### src/rtl/pipeline_ctrl_pkg.sv
// Shared constants and helpers for the pipeline stall/flush controller.
// No logic or latency of its own. No backpressure.
package pipeline_ctrl_pkg;

    localparam int          STALL_W            = 6;
    localparam logic [31:0] EXC_VECTOR_DEFAULT = 32'hBFC00380;

    // Highest requesting stage wins, so the result is always a contiguous run of ones from bit 0.
    function automatic logic [STALL_W-1:0] stall_prefix(
        input logic s_if,
        input logic s_id,
        input logic s_ex,
        input logic s_mem
    );
        if (s_mem)     return 6'b011111;
        else if (s_ex) return 6'b001111;
        else if (s_id) return 6'b000111;
        else if (s_if) return 6'b000011;
        else           return 6'b000000;
    endfunction

endpackage

### src/rtl/pipeline_ctrl.sv
// Pipeline stall/flush/redirect controller: per-stage stall prefix, exception flush, then PC redirect.
// Latency: stall and accept-cycle flush are combinational; exc_pc is registered on accept.
// Backpressure: a MEM stall holds off exception accept; stall_from_if holds the redirect.
module pipeline_ctrl
    import pipeline_ctrl_pkg::*;
#(
    parameter int unsigned FLUSH_CYCLES = 1,
    parameter logic [31:0] EXC_VECTOR   = EXC_VECTOR_DEFAULT
) (
    input  logic               clk,
    input  logic               rst,
    input  logic               stall_from_if,
    input  logic               stall_from_id,
    input  logic               stall_from_ex,
    input  logic               stall_from_mem,
    input  logic               exc_valid,
    input  logic               exc_is_eret,
    input  logic [31:0]        cp0_epc,
    output logic [STALL_W-1:0] stall,
    output logic               flush,
    output logic               pc_redirect,
    output logic [31:0]        exc_pc
);

    typedef enum logic [1:0] {
        S_IDLE     = 2'd0,
        S_FLUSH    = 2'd1,
        S_REDIRECT = 2'd2
    } state_t;

    state_t               r_state;
    state_t               w_next;
    logic [3:0]           r_cnt;
    logic [31:0]          r_exc_pc;
    logic                 w_exc_accept;
    logic [STALL_W-1:0]   w_stall;
    logic                 w_flush;
    logic                 w_redirect;

    // rst gates the accept so nothing reaches the outputs while reset is held.
    assign w_exc_accept = rst && (r_state == S_IDLE) && exc_valid && !stall_from_mem;

    always_ff @(posedge clk or negedge rst) begin
        if (!rst) begin
            r_state  <= S_IDLE;
            r_cnt    <= 4'd0;
            r_exc_pc <= 32'd0;
        end else begin
            r_state <= w_next;
            if (w_exc_accept) begin
                r_cnt    <= 4'(FLUSH_CYCLES - 1);
                r_exc_pc <= exc_is_eret ? cp0_epc : EXC_VECTOR;
            end else if (r_state == S_FLUSH) begin
                r_cnt <= r_cnt - 4'd1;
            end
        end
    end

    always_comb begin
        w_next     = r_state;
        w_stall    = '0;
        w_flush    = 1'b0;
        w_redirect = 1'b0;
        case (r_state)
            S_IDLE: begin
                if (w_exc_accept) begin
                    w_flush = 1'b1;
                    w_next  = (FLUSH_CYCLES > 1) ? S_FLUSH : S_REDIRECT;
                end else if (rst) begin
                    w_stall = stall_prefix(stall_from_if, stall_from_id,
                                           stall_from_ex, stall_from_mem);
                end
            end
            S_FLUSH: begin
                w_flush = 1'b1;
                if (r_cnt <= 4'd1) w_next = S_REDIRECT;
            end
            S_REDIRECT: begin
                // Hold PC and IF until fetch can take the new target.
                w_redirect = 1'b1;
                w_stall    = {4'b0000, stall_from_if, stall_from_if};
                if (!stall_from_if) w_next = S_IDLE;
            end
            default: w_next = S_IDLE;
        endcase
    end

    assign stall       = w_stall;
    assign flush       = w_flush;
    assign pc_redirect = w_redirect;
    assign exc_pc      = r_exc_pc;

endmodule
### config.mk
export PLATFORM = sky130hd
export DESIGN_NAME = pipeline_ctrl
export DESIGN_NICKNAME = d
export VERILOG_FILES = /design/src/rtl/pipeline_ctrl_pkg.sv /design/src/rtl/pipeline_ctrl.sv
export SDC_FILE = /design/constraint.sdc
export NUM_CORES = 1
export LEC_CHECK = 0
export BUFFER_PORTS_ARGS = -buffer_cell sky130_fd_sc_hd__buf_4
export CAP_MARGIN = 15
export CORE_MARGIN = 1
export CORE_UTILIZATION = 35
export DETAILED_ROUTE_END_ITERATION = 16
export GPL_TIMING_DRIVEN = 0
export HOLD_SLACK_MARGIN = 0.06
export PLACE_DENSITY_LB_ADDON = 0.25
export SETUP_SLACK_MARGIN = 0.05
export SLEW_MARGIN = 5
export SYNTH_ARGS = -nofsm -noshare
export SYNTH_HDL_FRONTEND = slang
export SYNTH_SLANG_ARGS = --single-unit
### constraint.sdc
create_clock -name clk -period 1.65 [get_ports clk]
set_input_delay 0.0825 -clock clk [delete_from_list [all_inputs] [get_ports clk]]
set_output_delay 0.0825 -clock clk [all_outputs]
set_load 0.01 [all_outputs]
### After elaboration in Yosys (flattened, before gate mapping)

Index checks and enable logic that the tools add are counted.

* register bits: 38
* bits in latches: 0
* RAM bits: 0
* memory bits (read-only): 0
* bits of input ports: 40
* output and inout port bits: 40
* word-level logic and storage cells: 34
* memories kept: 0

* add/subtract/negate cells: 1
* multipliers: 0
* divide/modulo/power cells: 0
* order comparisons: 1
* equal/unequal tests: 5
* shifts and indexed selects: 0
* multiplexer cells: 17
* bitwise operators: 0
* reductions and logical operators: 7

Operators with widths (number)
* 32-bit 2-to-1 mux: 1
* 5-bit 2-to-1 mux: 3
* 4-bit 2-to-1 mux: 3
* 5-bit one-hot mux with 2 select lines: 1
* 2-bit 2-to-1 mux: 4
* 2-bit one-hot mux with 3 select lines: 1
* 4-bit by 1-bit less-or-equal comparator with 1-bit output (second input constant): 1
* 2-bit inequality test (second input constant): 2
* 4-bit by 1-bit subtractor with 4-bit output (second input constant): 1
* 1-bit logical AND: 3
* 3-bit 2-to-1 mux: 1
* 3-bit AND reduction: 1
* 2-bit by 1-bit == test with 1-bit output (second input constant): 1
* 2-bit == test (second input constant): 1
* 2-bit logical NOT: 1
* 1-bit 2-to-1 mux: 2
* 2-bit by 1-bit inequality test with 1-bit output (second input constant): 1
* 1-bit one-hot mux with 2 select lines: 1
* 2-bit nonzero test: 1
* 1-bit logical NOT: 1

### Logic depth before layout (Yosys ltp)

Gate-level depths: netlist (run 1).

* depth after elaboration: 7
* mapped depth: 4
* mapped depth without buffers: 2

### Worst setup path before layout (run 1)

OpenSTA, ideal clock, no wires.

* path kind: register to register
* start point: register r_state[1]
* end point: register r_exc_pc[25] (netlist: exc_pc[25])
* library setup time: 125 ps
* data arrival time: 1350 ps
* required time: 1525 ps
* slack: 175 ps
* cell stages (with the launch flop): 5
* path buffers: 2
* period minus slack after synthesis: 1475 ps
* cell sequence: dfrtp_1 -> nor4bb_1 -> buf_2 -> buf_12 -> mux2_4

* longest elaborated chain between the ends: 4

Ends and longest elaborated chain
* start, declared: line pipeline_ctrl.sv:31 `state_t r_state;`
* start signal, assigned: line pipeline_ctrl.sv:49 `r_state <= w_next;`
* 2-bit logical NOT: line pipeline_ctrl.sv:41 `assign w_exc_accept = rst && (r_state == S_IDLE) && exc_valid && !stall_from_mem;`
* 1-bit logical AND (3 in a row): line pipeline_ctrl.sv:41
* end signal, assigned: line pipeline_ctrl.sv:52 `r_exc_pc <= exc_is_eret ? cp0_epc : EXC_VECTOR;`
* end, declared: line pipeline_ctrl.sv:34 `logic [31:0] r_exc_pc;`

Every way passes these cells.
A chain may end at the register's enable or synchronous reset.

### Worst setup path in the final report (run 1)

* start point: input rst
* end point: register r_exc_pc[25] (netlist: exc_pc[25])

* longest elaborated chain between the ends: 3

Ends and longest elaborated chain
* start, declared: line pipeline_ctrl.sv:11 `input logic rst,`
* 1-bit logical AND (3 in a row): line pipeline_ctrl.sv:41

Every way passes these cells.

==> run_summary.xml, run 1 <==
<?xml version="1.0" encoding="UTF-8"?>
<metrics>
  <group name="global_route">
    <metric name="overflow" unit="">0</metric>
    <metric name="grt.total_usage" unit="">0.157</metric>
    <metric name="first_global_vias" unit="">1328</metric>
    <metric name="antenna_found_initial" unit="">0</metric>
    <metric name="grt_start_max_net_pins" unit="">34</metric>
    <metric name="grt_first_pass_wirelength" unit="um">5890</metric>
  </group>
  <group name="clock_network">
    <metric name="clock_tree.root_cell" unit="">clkbuf_8</metric>
    <metric name="cts.clk_slew.worst_paths" unit="ns">0.06</metric>
    <metric name="worst_skew_pair.late_latency" unit="ns">0.28</metric>
    <metric name="number_of_buffers_created_by_cts" unit="">5</metric>
    <metric name="cts_sinks" unit="">33</metric>
    <metric name="clk_path_buf_depth" unit="">2</metric>
    <metric name="cts_tree" unit="">built</metric>
    <metric name="cts.htree.levels" unit="">2</metric>
  </group>
  <group name="run_status">
    <metric name="outcome" unit="">finished clean</metric>
  </group>
  <group name="logic_synthesis">
    <metric name="synth_flop_cell" unit="">dfrtp_1</metric>
    <metric name="synth_cells" unit="">140</metric>
    <metric name="yosys_register_bits" unit="">33</metric>
    <metric name="ys_seq_area_frac" unit="">0.523</metric>
    <metric name="synth_fa_ha_area_frac" unit="">0</metric>
    <metric name="post_synth_edffs" unit="">0</metric>
    <metric name="synth-warning-count" unit="">0</metric>
    <metric name="synth_top_family_by_area" unit="">multiplexers</metric>
    <metric name="synth_area_per_cell" unit="um^2">11.3</metric>
    <metric name="post_synth_mux_area_share" unit="">0.232</metric>
    <metric name="synth_top_area_frac" unit="">0.523</metric>
    <metric name="synth_fp_nets" unit="">180</metric>
    <metric name="synth_cell_type_count" unit="">20</metric>
    <metric name="synth_top_cells_by_area" unit="">dfrtp_1 (52%), mux2i_1 (13%), mux2_4 (7.6%), nand2b_1 (5.6%), inv_1 (5.0%)</metric>
    <metric name="synth_compound_gate_area_share" unit="">0.0206</metric>
    <metric name="synth_simple_gate_area_share" unit="">0.123</metric>
    <metric name="synth_area_leader_cell" unit="">dfrtp_1</metric>
    <metric name="ys_async_sr_fraction" unit="">1.00</metric>
    <metric name="share_of_the_synthesized_netlist_area_taken_by_xor_and_xnor_gates" unit="">0</metric>
    <metric name="synth.cell_area" unit="um^2">1580</metric>
  </group>
  <group name="setup_path">
    <metric name="critical_path.startpoint" unit="">rst</metric>
    <metric name="timing.setup.critical_path_class" unit="">primary input to flip-flop</metric>
    <metric name="critical_path.top_delay_family" unit="">buffers and inverters</metric>
    <metric name="worst-r2r-setup-slack" unit="ns">0.11</metric>
    <metric name="timing.critical_path.slowest_stage_cell" unit="">dlygate4sd3_1</metric>
    <metric name="critical_path_buf_inv_count" unit="">5</metric>
    <metric name="required" unit="ns">1.81</metric>
    <metric name="worstReg2RegEnd" unit="">exc_pc[25]</metric>
    <metric name="worst_ep_arrival_time" unit="ns">1.73</metric>
    <metric name="critical_path.max_stage_delay" unit="ns">0.53</metric>
    <metric name="start_kind" unit="">primary input</metric>
    <metric name="capturing_instance_or_port_of_the_critical_path" unit="">exc_pc[25]</metric>
    <metric name="crit_path_cell_trace" unit="">dlygate4sd3_1 -&gt; buf_4 -&gt; nor4bb_4 -&gt; buf_4 -&gt; buf_12 -&gt; buf_12 -&gt; mux2_4</metric>
    <metric name="timing.critical_path.to_type" unit="">flip-flop</metric>
    <metric name="reg2regPathDepth" unit="">5</metric>
    <metric name="regToRegStartpoint" unit="">r_state[1]</metric>
    <metric name="cp_max_fo" unit="">10</metric>
    <metric name="worstSetupPathDepth" unit="">7</metric>
  </group>
  <group name="hold_path">
    <metric name="hold_class" unit="">primary input to flip-flop</metric>
    <metric name="whs_path_depth" unit="">3</metric>
  </group>
  <group name="sta">
    <metric name="setup_tns" unit="ns">0</metric>
    <metric name="final_critical_path_setup_slack" unit="ns">0.0856</metric>
    <metric name="finalMaxSlewViolations" unit="">0</metric>
    <metric name="worst_clock_skew" unit="ns">0.00316</metric>
    <metric name="layout_min_cycle_time" unit="ns">1.56</metric>
    <metric name="max_freq" unit="GHz">0.639</metric>
    <metric name="setup_violations" unit="">0</metric>
    <metric name="hold_viol_final" unit="">0</metric>
    <metric name="rsz_0062_raised_after_global_routing" unit="">true</metric>
    <metric name="final.period_utilization" unit="">0.948</metric>
  </group>
  <group name="layout">
    <metric name="multi_input_area" unit="um^2">622</metric>
    <metric name="nFillCells" unit="">394</metric>
    <metric name="area_growth" unit="%">61.4</metric>
    <metric name="final_core_utilization" unit="">0.585</metric>
    <metric name="post_route_cells_drive_above_1_share" unit="">0.461</metric>
    <metric name="antenna_cells_inserted" unit="">0</metric>
    <metric name="sequential_cell_area" unit="um^2">827</metric>
    <metric name="final_area" unit="um^2">2550</metric>
    <metric name="instances_no_fill" unit="">295</metric>
    <metric name="layout.nets" unit="">283</metric>
  </group>
  <group name="placement">
    <metric name="detailed_place.area" unit="um^2">2230</metric>
    <metric name="routabilityCongestion" unit="">0.772</metric>
    <metric name="dpl.hpwl" unit="um">2360</metric>
    <metric name="dp_cells" unit="">270</metric>
    <metric name="pre_cts_setup_slack" unit="ns">-0.0556</metric>
    <metric name="io_buffers" unit="">78</metric>
  </group>
  <group name="routing">
    <metric name="drc" unit="">0</metric>
    <metric name="route.detailed.vias_per_inst" unit="">4.35</metric>
    <metric name="drt_wl_total" unit="um">3440</metric>
    <metric name="drt-pass1-iter-count" unit="">4</metric>
    <metric name="wl_per_cell" unit="um">11.7</metric>
    <metric name="vias" unit="">1282</metric>
    <metric name="ant_nets" unit="">0</metric>
    <metric name="starting_drt_drc_count" unit="">48</metric>
  </group>
  <group name="floorplanning">
    <metric name="floorplan.die.height" unit="um">69.1</metric>
    <metric name="top_level_ports" unit="">80</metric>
    <metric name="initial_utilization" unit="">0.362</metric>
    <metric name="placementRows" unit="">24</metric>
    <metric name="floorplan.die.width" unit="um">69.1</metric>
    <metric name="die_area" unit="um^2">4780</metric>
    <metric name="core" unit="um^2">4350</metric>
  </group>
  <group name="run">
    <metric name="maximum_capacitance_violations" unit="">0</metric>
  </group>
  <group name="power_and_ir_drop">
    <metric name="power_leakage" unit="uW">0.00126</metric>
    <metric name="vdd_drop_max" unit="uV">518</metric>
    <metric name="power_density" unit="nW/um^2">968</metric>
  </group>
</metrics>
==> sequential cells by signal, indices dropped and copies added (netlist names) <==
register  cells
exc_pc       32
r_state       1
==> report_power, final <==
part	total, uW	leakage [uW]	internal, uW	switching (uW)
sequential	1080	0.000392	981	99.7
combinational	788	0.000820	476	313
clock	595	0.0000443	330	265
==> what timing repair did <==
item,4_1_cts,5_1_grt
resized for setup,2,5
setup endpoints to repair,2,13
hold buffers,14,2
hold endpoints to repair,45,2
setup buffers,2,0
==> logic make-up after synthesis <==
logic type | count (synthesis)
buffers and inverters | 30
other | 1
muxes | 32
AOI/OAI and AO/OA | 5
and+or+nand+nor | 39
DFF | 33
==> per-stage QoR <==
stage / power [uW] / hold slack, ns
3_5_place_dp: 1840 / 0.0638
3_3_place_gp: 1830 / 0.0587
2_1_floorplan: 1420 / -0.213
6_report: 2460 / 0.0676
5_1_grt: 2630 / 0.0635
4_1_cts: 2490 / 0.0607
==> layout by cell type, fill, tap and decap left out, types with 2 or more instances in the layout <==
master	n
a21oi_1	2
buf_12	3
buf_2	3
buf_4	82
clkbuf_8	6
dfrtp_1	32
dlygate4sd3_1	15
inv_1	21
mux2_2	4
mux2_4	8
mux2i_1	20
nand2_1	21
nand2b_1	14
==> cells in the mapped netlist (2+ instances only) <==
| library cell | instances |
|---|---|
| a21oi_1 | 2 |
| buf_2 | 4 |
| buf_4 | 2 |
| buf_6 | 2 |
| dfrtp_1 | 33 |
| inv_1 | 21 |
| mux2_2 | 4 |
| mux2_4 | 8 |
| mux2i_1 | 20 |
| nand2_1 | 21 |
| nand2b_1 | 14 |
==> worst min path at each step <==
stage	from	to	slack, ns
3_3_place_gp	rst	exc_pc[31]	0.06
3_5_place_dp	rst	exc_pc[31]	0.06
4_1_cts	cp0_epc[6]	exc_pc[6]	0.06
5_1_grt	cp0_epc[10]	exc_pc[10]	0.06
2_1_floorplan	rst	exc_pc[0]	-0.21
6_report	cp0_epc[6]	exc_pc[6]	0.07
==> worst reg2reg max path, delay by kind of cell, from the launching register on <==
kind | cells | cell delay (ns)
flops | 1 | 0.45
simple gates | 1 | 0.26
mux | 1 | 0.30
buf+inv | 3 | 0.42
==> final cells by class <==
| class | instances | area share |
|---|---|---|
| inverters | 21 | 0.0310 |
| repair buffers | 96 | 0.308 |
| plain buffers | 9 | 0.0329 |
| flip-flops and latches | 33 | 0.325 |
| clock buffers | 7 | 0.0339 |
| multi-input cells | 77 | 0.244 |
| well taps | 52 | 0.0256 |
==> routing by layer <==
metal | vias to the layer above | track usage | wire, um
met4 | 0 | 0.0476 | 32
met1 | 584 | 0.194 | 1550
li1 | 639 | - | -
met3 | 3 | 0.0658 | 280
met2 | 56 | 0.250 | 1580
met5 | - | 0 | 0
Power figures use the tool's default switching activity.
==> run 2, diff against run 1 <==
CTS_BUF_LIST = sky130_fd_sc_hd__clkbuf_8   (was not set)
==> run_summary.xml, run 2 (synthesis results as in run 1) <==
<?xml version="1.0" encoding="UTF-8"?>
<metrics>
  <group name="run_status">
    <metric name="outcome" unit="">finished clean</metric>
  </group>
  <group name="clock_network">
    <metric name="cts_sinks" unit="">33</metric>
    <metric name="cts.clk_slew.worst_paths" unit="ns">0.06</metric>
    <metric name="cts_tree" unit="">built</metric>
    <metric name="worst_skew_pair.late_latency" unit="ns">0.28</metric>
    <metric name="clock_tree.root_cell" unit="">clkbuf_8</metric>
    <metric name="cts.htree.levels" unit="">2</metric>
    <metric name="clk_path_buf_depth" unit="">2</metric>
    <metric name="number_of_buffers_created_by_cts" unit="">5</metric>
  </group>
  <group name="routing">
    <metric name="drc" unit="">0</metric>
    <metric name="wl_per_cell" unit="um">11.7</metric>
    <metric name="drt_wl_total" unit="um">3440</metric>
    <metric name="starting_drt_drc_count" unit="">49</metric>
    <metric name="drt-pass1-iter-count" unit="">4</metric>
    <metric name="route.detailed.vias_per_inst" unit="">4.35</metric>
    <metric name="ant_nets" unit="">0</metric>
    <metric name="vias" unit="">1282</metric>
  </group>
  <group name="floorplanning">
    <metric name="core" unit="um^2">4350</metric>
    <metric name="initial_utilization" unit="">0.362</metric>
    <metric name="placementRows" unit="">24</metric>
    <metric name="die_area" unit="um^2">4780</metric>
    <metric name="top_level_ports" unit="">80</metric>
    <metric name="floorplan.die.height" unit="um">69.1</metric>
    <metric name="floorplan.die.width" unit="um">69.1</metric>
  </group>
  <group name="sta">
    <metric name="worst_clock_skew" unit="ns">0.00284</metric>
    <metric name="setup_tns" unit="ns">0</metric>
    <metric name="layout_min_cycle_time" unit="ns">1.56</metric>
    <metric name="final.period_utilization" unit="">0.948</metric>
    <metric name="fin_hold_ws" unit="ns">0.0672</metric>
    <metric name="hold_viol_final" unit="">0</metric>
    <metric name="setup_violations" unit="">0</metric>
    <metric name="rsz_0062_raised_after_global_routing" unit="">true</metric>
    <metric name="finalMaxSlewViolations" unit="">0</metric>
    <metric name="max_freq" unit="GHz">0.639</metric>
  </group>
  <group name="power_and_ir_drop">
    <metric name="power_density" unit="nW/um^2">966</metric>
    <metric name="vdd_drop_max" unit="uV">518</metric>
    <metric name="power_leakage" unit="uW">0.00126</metric>
  </group>
  <group name="placement">
    <metric name="dp_cells" unit="">270</metric>
    <metric name="routabilityCongestion" unit="">0.772</metric>
    <metric name="io_buffers" unit="">78</metric>
    <metric name="dpl.hpwl" unit="um">2360</metric>
    <metric name="detailed_place.area" unit="um^2">2230</metric>
  </group>
  <group name="global_route">
    <metric name="first_global_vias" unit="">1328</metric>
    <metric name="overflow" unit="">0</metric>
    <metric name="grt_first_pass_wirelength" unit="um">5890</metric>
    <metric name="grt.total_usage" unit="">0.157</metric>
    <metric name="antenna_found_initial" unit="">0</metric>
    <metric name="grt_start_max_net_pins" unit="">34</metric>
  </group>
  <group name="hold_path">
    <metric name="hold_class" unit="">primary input to flip-flop</metric>
  </group>
  <group name="setup_path">
    <metric name="timing.setup.critical_path_class" unit="">primary input to flip-flop</metric>
    <metric name="timing.critical_path.to_type" unit="">flip-flop</metric>
    <metric name="crit_path_cell_trace" unit="">dlygate4sd3_1 -&gt; buf_4 -&gt; nor4bb_4 -&gt; buf_4 -&gt; buf_12 -&gt; buf_12 -&gt; mux2_4</metric>
    <metric name="worst_ep_arrival_time" unit="ns">1.73</metric>
    <metric name="required" unit="ns">1.81</metric>
    <metric name="critical_path.max_stage_delay" unit="ns">0.53</metric>
    <metric name="cp_max_fo" unit="">10</metric>
    <metric name="timing.critical_path.slowest_stage_cell" unit="">dlygate4sd3_1</metric>
    <metric name="start_kind" unit="">primary input</metric>
  </group>
  <group name="layout">
    <metric name="final_area" unit="um^2">2550</metric>
    <metric name="mostFrequentLayoutCells" unit="">buf_4 (82), dfrtp_1 (32), inv_1 (22)</metric>
    <metric name="instances_no_fill" unit="">295</metric>
    <metric name="nFillCells" unit="">394</metric>
    <metric name="antenna_cells_inserted" unit="">0</metric>
    <metric name="post_route_cells_drive_above_1_share" unit="">0.461</metric>
    <metric name="layout.nets" unit="">283</metric>
    <metric name="area_growth" unit="%">61.4</metric>
    <metric name="mostFrequentLayoutCell" unit="">buf_4</metric>
    <metric name="largest_register_ff_count" unit="">32</metric>
  </group>
  <group name="run">
    <metric name="maximum_capacitance_violations" unit="">0</metric>
  </group>
</metrics>
==> run 2: cell types whose count changed in the layout (fill, tap and decap cells not counted) <==
cell / before / now
inv_1: 21 / 22
clkbuf_1: 1 / 0
==> run 2: layer usage <==
layer  GRT usage  share of wire  wire [um]
met3      0.0658          0.081        280
met4      0.0476         0.0093         32
met5           0              0          0
met1       0.194           0.45       1550
met2       0.250           0.46       1580
==> run 2: repair_timing <==
| item | CTS | global route |
|---|---|---|
| setup buffers | 2 | 0 |
| endpoints found under the setup margin | 2 | 13 |
| hold buffers | 14 | 2 |
| resized for setup | 2 | 5 |
| endpoints found under the hold margin | 45 | 2 |
==> run 2: report_power, final <==
group	leakage (uW)	total [uW]	internal (uW)	switching (uW)
sequential	0.000392	1080	981	99.7
clock	0.0000485	589	324	265
combinational	0.000820	788	476	313
==> run 2: through the flow <==
step	total power [uW]	util	setup WS, ns
finish	2460	0.585	0.0856
global route	2620	0.585	0.0474
CTS	2490	0.574	0.0690
detailed placement	1840	0.512	-0.0556
global placement	1830	0.512	-0.0366
floorplan	1420	-	0.175
==> run 2: area by class of cell <==
cell class | count | area (um^2) | area share
Buffer | 9 | 83.8 | 0.0329
Clock buffer | 6 | 82.6 | 0.0324
Clock inverter | 1 | 3.75 | 0.00147
Inverter | 21 | 78.8 | 0.0310
Multi-Input combinational cell | 77 | 622 | 0.244
Sequential cell | 33 | 827 | 0.325
Tap cell | 52 | 65.1 | 0.0256
Timing Repair Buffer | 96 | 783 | 0.308
==> run 2: final timing paths <==
path | start | to | slack [ns] | cells past startpoint
worst min-delay path | cp0_epc[6] | exc_pc[6] | 0.07 | 3
max in group asynchronous | rst | r_state[1] | 1.15 | 3
min in group asynchronous | rst | exc_pc[31] | 0.31 | 3
worst max-delay path | rst | exc_pc[25] | 0.09 | 7
worst max register to register | r_state[1] | exc_pc[25] | 0.11 | 5
worst min register to register | exc_pc[23] | exc_pc[23] | 0.52 | 1
==> run 2: worst max-delay path, delay by kind of cell <==
kind,cells,cell delay (ns)
buf+inv,5,1.08
mux,1,0.30
simple gates,1,0.26
==> run 3, diff against run 2 <==
CELL_PAD_IN_SITES_DETAIL_PLACEMENT = 1   (was not set)
CELL_PAD_IN_SITES_GLOBAL_PLACEMENT = 2   (was not set)
CORE_UTILIZATION = 27   (was 35)
==> run_summary.xml, run 3 (synthesis results as in run 1) <==
<?xml version="1.0" encoding="UTF-8"?>
<metrics>
  <group name="run_status">
    <metric name="outcome" unit="">finished clean</metric>
  </group>
  <group name="layout">
    <metric name="nFillCells" unit="">654</metric>
    <metric name="layout.nets" unit="">283</metric>
    <metric name="mostFrequentLayoutCells" unit="">buf_4 (83), dfrtp_1 (33), inv_1 (22)</metric>
    <metric name="antenna_cells_inserted" unit="">0</metric>
    <metric name="final_core_utilization" unit="">0.461</metric>
    <metric name="post_route_cells_drive_above_1_share" unit="">0.465</metric>
    <metric name="instances_no_fill" unit="">315</metric>
    <metric name="largest_register_ff_count" unit="">32</metric>
    <metric name="area_growth" unit="%">62.9</metric>
    <metric name="mostFrequentLayoutCell" unit="">buf_4</metric>
  </group>
  <group name="sta">
    <metric name="rsz_0062_raised_after_global_routing" unit="">true</metric>
    <metric name="setup_violations" unit="">0</metric>
    <metric name="finalMaxSlewViolations" unit="">0</metric>
    <metric name="final.period_utilization" unit="">0.992</metric>
    <metric name="fin_hold_ws" unit="ns">0.0647</metric>
    <metric name="max_freq" unit="GHz">0.611</metric>
    <metric name="worst_clock_skew" unit="ns">0.00298</metric>
    <metric name="layout_min_cycle_time" unit="ns">1.64</metric>
    <metric name="hold_viol_final" unit="">0</metric>
  </group>
  <group name="placement">
    <metric name="routabilityCongestion" unit="">0.685</metric>
    <metric name="io_buffers" unit="">78</metric>
    <metric name="dp_cells" unit="">290</metric>
    <metric name="dpl.hpwl" unit="um">2770</metric>
  </group>
  <group name="routing">
    <metric name="route.detailed.vias_per_inst" unit="">4.17</metric>
    <metric name="wl_per_cell" unit="um">12.6</metric>
    <metric name="routed-wl-met2" unit="um">2010</metric>
    <metric name="drt_wl_total" unit="um">3960</metric>
    <metric name="detailroute.wirelength.met3" unit="um">259</metric>
    <metric name="vias" unit="">1315</metric>
    <metric name="top_layer_used" unit="">met4</metric>
    <metric name="starting_drt_drc_count" unit="">35</metric>
    <metric name="drt-pass1-iter-count" unit="">4</metric>
    <metric name="drc" unit="">0</metric>
    <metric name="detail_route.wirelength.met1" unit="um">1670</metric>
    <metric name="ant_nets" unit="">0</metric>
  </group>
  <group name="setup_path">
    <metric name="timing.critical_path.to_type" unit="">flip-flop</metric>
    <metric name="cp_max_fo" unit="">6</metric>
    <metric name="start_kind" unit="">flip-flop</metric>
    <metric name="required" unit="ns">1.82</metric>
    <metric name="timing.setup.critical_path_class" unit="">flip-flop to flip-flop</metric>
    <metric name="worst_ep_arrival_time" unit="ns">1.80</metric>
  </group>
  <group name="clock_network">
    <metric name="number_of_buffers_created_by_cts" unit="">5</metric>
    <metric name="cts_tree" unit="">built</metric>
    <metric name="clock_tree.root_cell" unit="">clkbuf_8</metric>
    <metric name="cts.clk_slew.worst_paths" unit="ns">0.06</metric>
    <metric name="cts.htree.levels" unit="">2</metric>
    <metric name="cts_sinks" unit="">33</metric>
    <metric name="worst_skew_pair.late_latency" unit="ns">0.28</metric>
    <metric name="clk_path_buf_depth" unit="">2</metric>
  </group>
  <group name="floorplanning">
    <metric name="die_area" unit="um^2">6150</metric>
    <metric name="top_level_ports" unit="">80</metric>
    <metric name="floorplan.die.height" unit="um">78.4</metric>
    <metric name="initial_utilization" unit="">0.283</metric>
    <metric name="core" unit="um^2">5570</metric>
    <metric name="floorplan.die.width" unit="um">78.4</metric>
    <metric name="placementRows" unit="">27</metric>
  </group>
  <group name="power_and_ir_drop">
    <metric name="p_sw_frac" unit="">0.281</metric>
    <metric name="pwr-share-seq" unit="">0.434</metric>
    <metric name="power.share.clock" unit="">0.242</metric>
    <metric name="switchingPower" unit="uW">695</metric>
    <metric name="power_leakage" unit="uW">0.00127</metric>
    <metric name="internal-power" unit="uW">1780</metric>
    <metric name="power.share.combinational" unit="">0.323</metric>
    <metric name="vdd_drop_max" unit="uV">471</metric>
    <metric name="power_density" unit="nW/um^2">964</metric>
  </group>
  <group name="global_route">
    <metric name="overflow" unit="">0</metric>
    <metric name="antenna_found_initial" unit="">0</metric>
    <metric name="first_global_vias" unit="">1383</metric>
    <metric name="grt_start_max_net_pins" unit="">34</metric>
    <metric name="grt_first_pass_wirelength" unit="um">6560</metric>
    <metric name="grt.total_usage" unit="">0.140</metric>
  </group>
  <group name="run">
    <metric name="maximum_capacitance_violations" unit="">0</metric>
  </group>
  <group name="hold_path">
    <metric name="hold_class" unit="">primary input to flip-flop</metric>
  </group>
</metrics>
==> run 3: layout make-up <==
cell class | count | area (um^2) | area share
clock inverter | 1 | 3.75 | 0.00146
inverter | 21 | 78.8 | 0.0307
clock buffer | 6 | 82.6 | 0.0321
tap | 72 | 90.1 | 0.0351
multi-input combinational | 77 | 603 | 0.235
buffer | 9 | 88.8 | 0.0346
sequential | 33 | 826 | 0.321
timing repair buffer | 96 | 797 | 0.310
==> run 3: timing repair <==
item | CTS | global route
setup buffers | 0 | 4
hold buffers | 12 | 1
endpoints found under the hold margin | 43 | 1
pin swaps | 0 | 2
cloned | 0 | 1
setup endpoints to repair | 2 | 2
resized for setup | 2 | 4
==> run 3: path summary, 6_finish.rpt <==
kind / startpoint / end / slack (ns) / cells past startpoint
worst max register to register: r_state[1] / exc_pc[27] / 0.01 / 5
max in group asynchronous: rst / exc_pc[22] / 1.10 / 3
worst min register to register: exc_pc[23] / exc_pc[23] / 0.51 / 1
worst min-delay path: cp0_epc[13] / exc_pc[13] / 0.06 / 3
min in group asynchronous: rst / exc_pc[13] / 0.38 / 3
worst max-delay path: r_state[1] / exc_pc[27] / 0.01 / 5
==> run 3: stage by stage <==
step / setup WS [ns] / TNS (ns) / total power [uW] / area, um^2
global placement: -0.0505 / -0.371 / 1840 / 2250
finish: 0.0133 / 0 / 2480 / 2570
global route: -0.0459 / -0.318 / 2650 / 2570
floorplan: 0.175 / 0 / 1420 / 1580
detailed placement: -0.0750 / -0.538 / 1860 / 2250
CTS: -0.00247 / -0.00247 / 2510 / 2480
==> run 3: power groups by stage <==
stage                     Clock (uW)  Sequential (uW)  Combinational [uW]
after global placement             0             1090                 753
after global routing             676             1100                 876
after detailed placement           0             1090                 764
after CTS                        630             1080                 798
after floorplan                    0             1160                 251
final                            600             1080                 801
==> run 3: critical path, stage by stage, from the launching register on <==
cell,delay [ns]
dfrtp_1,0.43
nor4bb_1,0.32
buf_4,0.22
buf_12,0.13
clkbuf_16,0.14
mux2_4,0.29
==> run 3: metal layers <==
layer,vias up,track usage
met1,620,0.165
met4,0,0.0333
li1,640,-
met3,4,0.0535
met2,51,0.237
met5,-,0
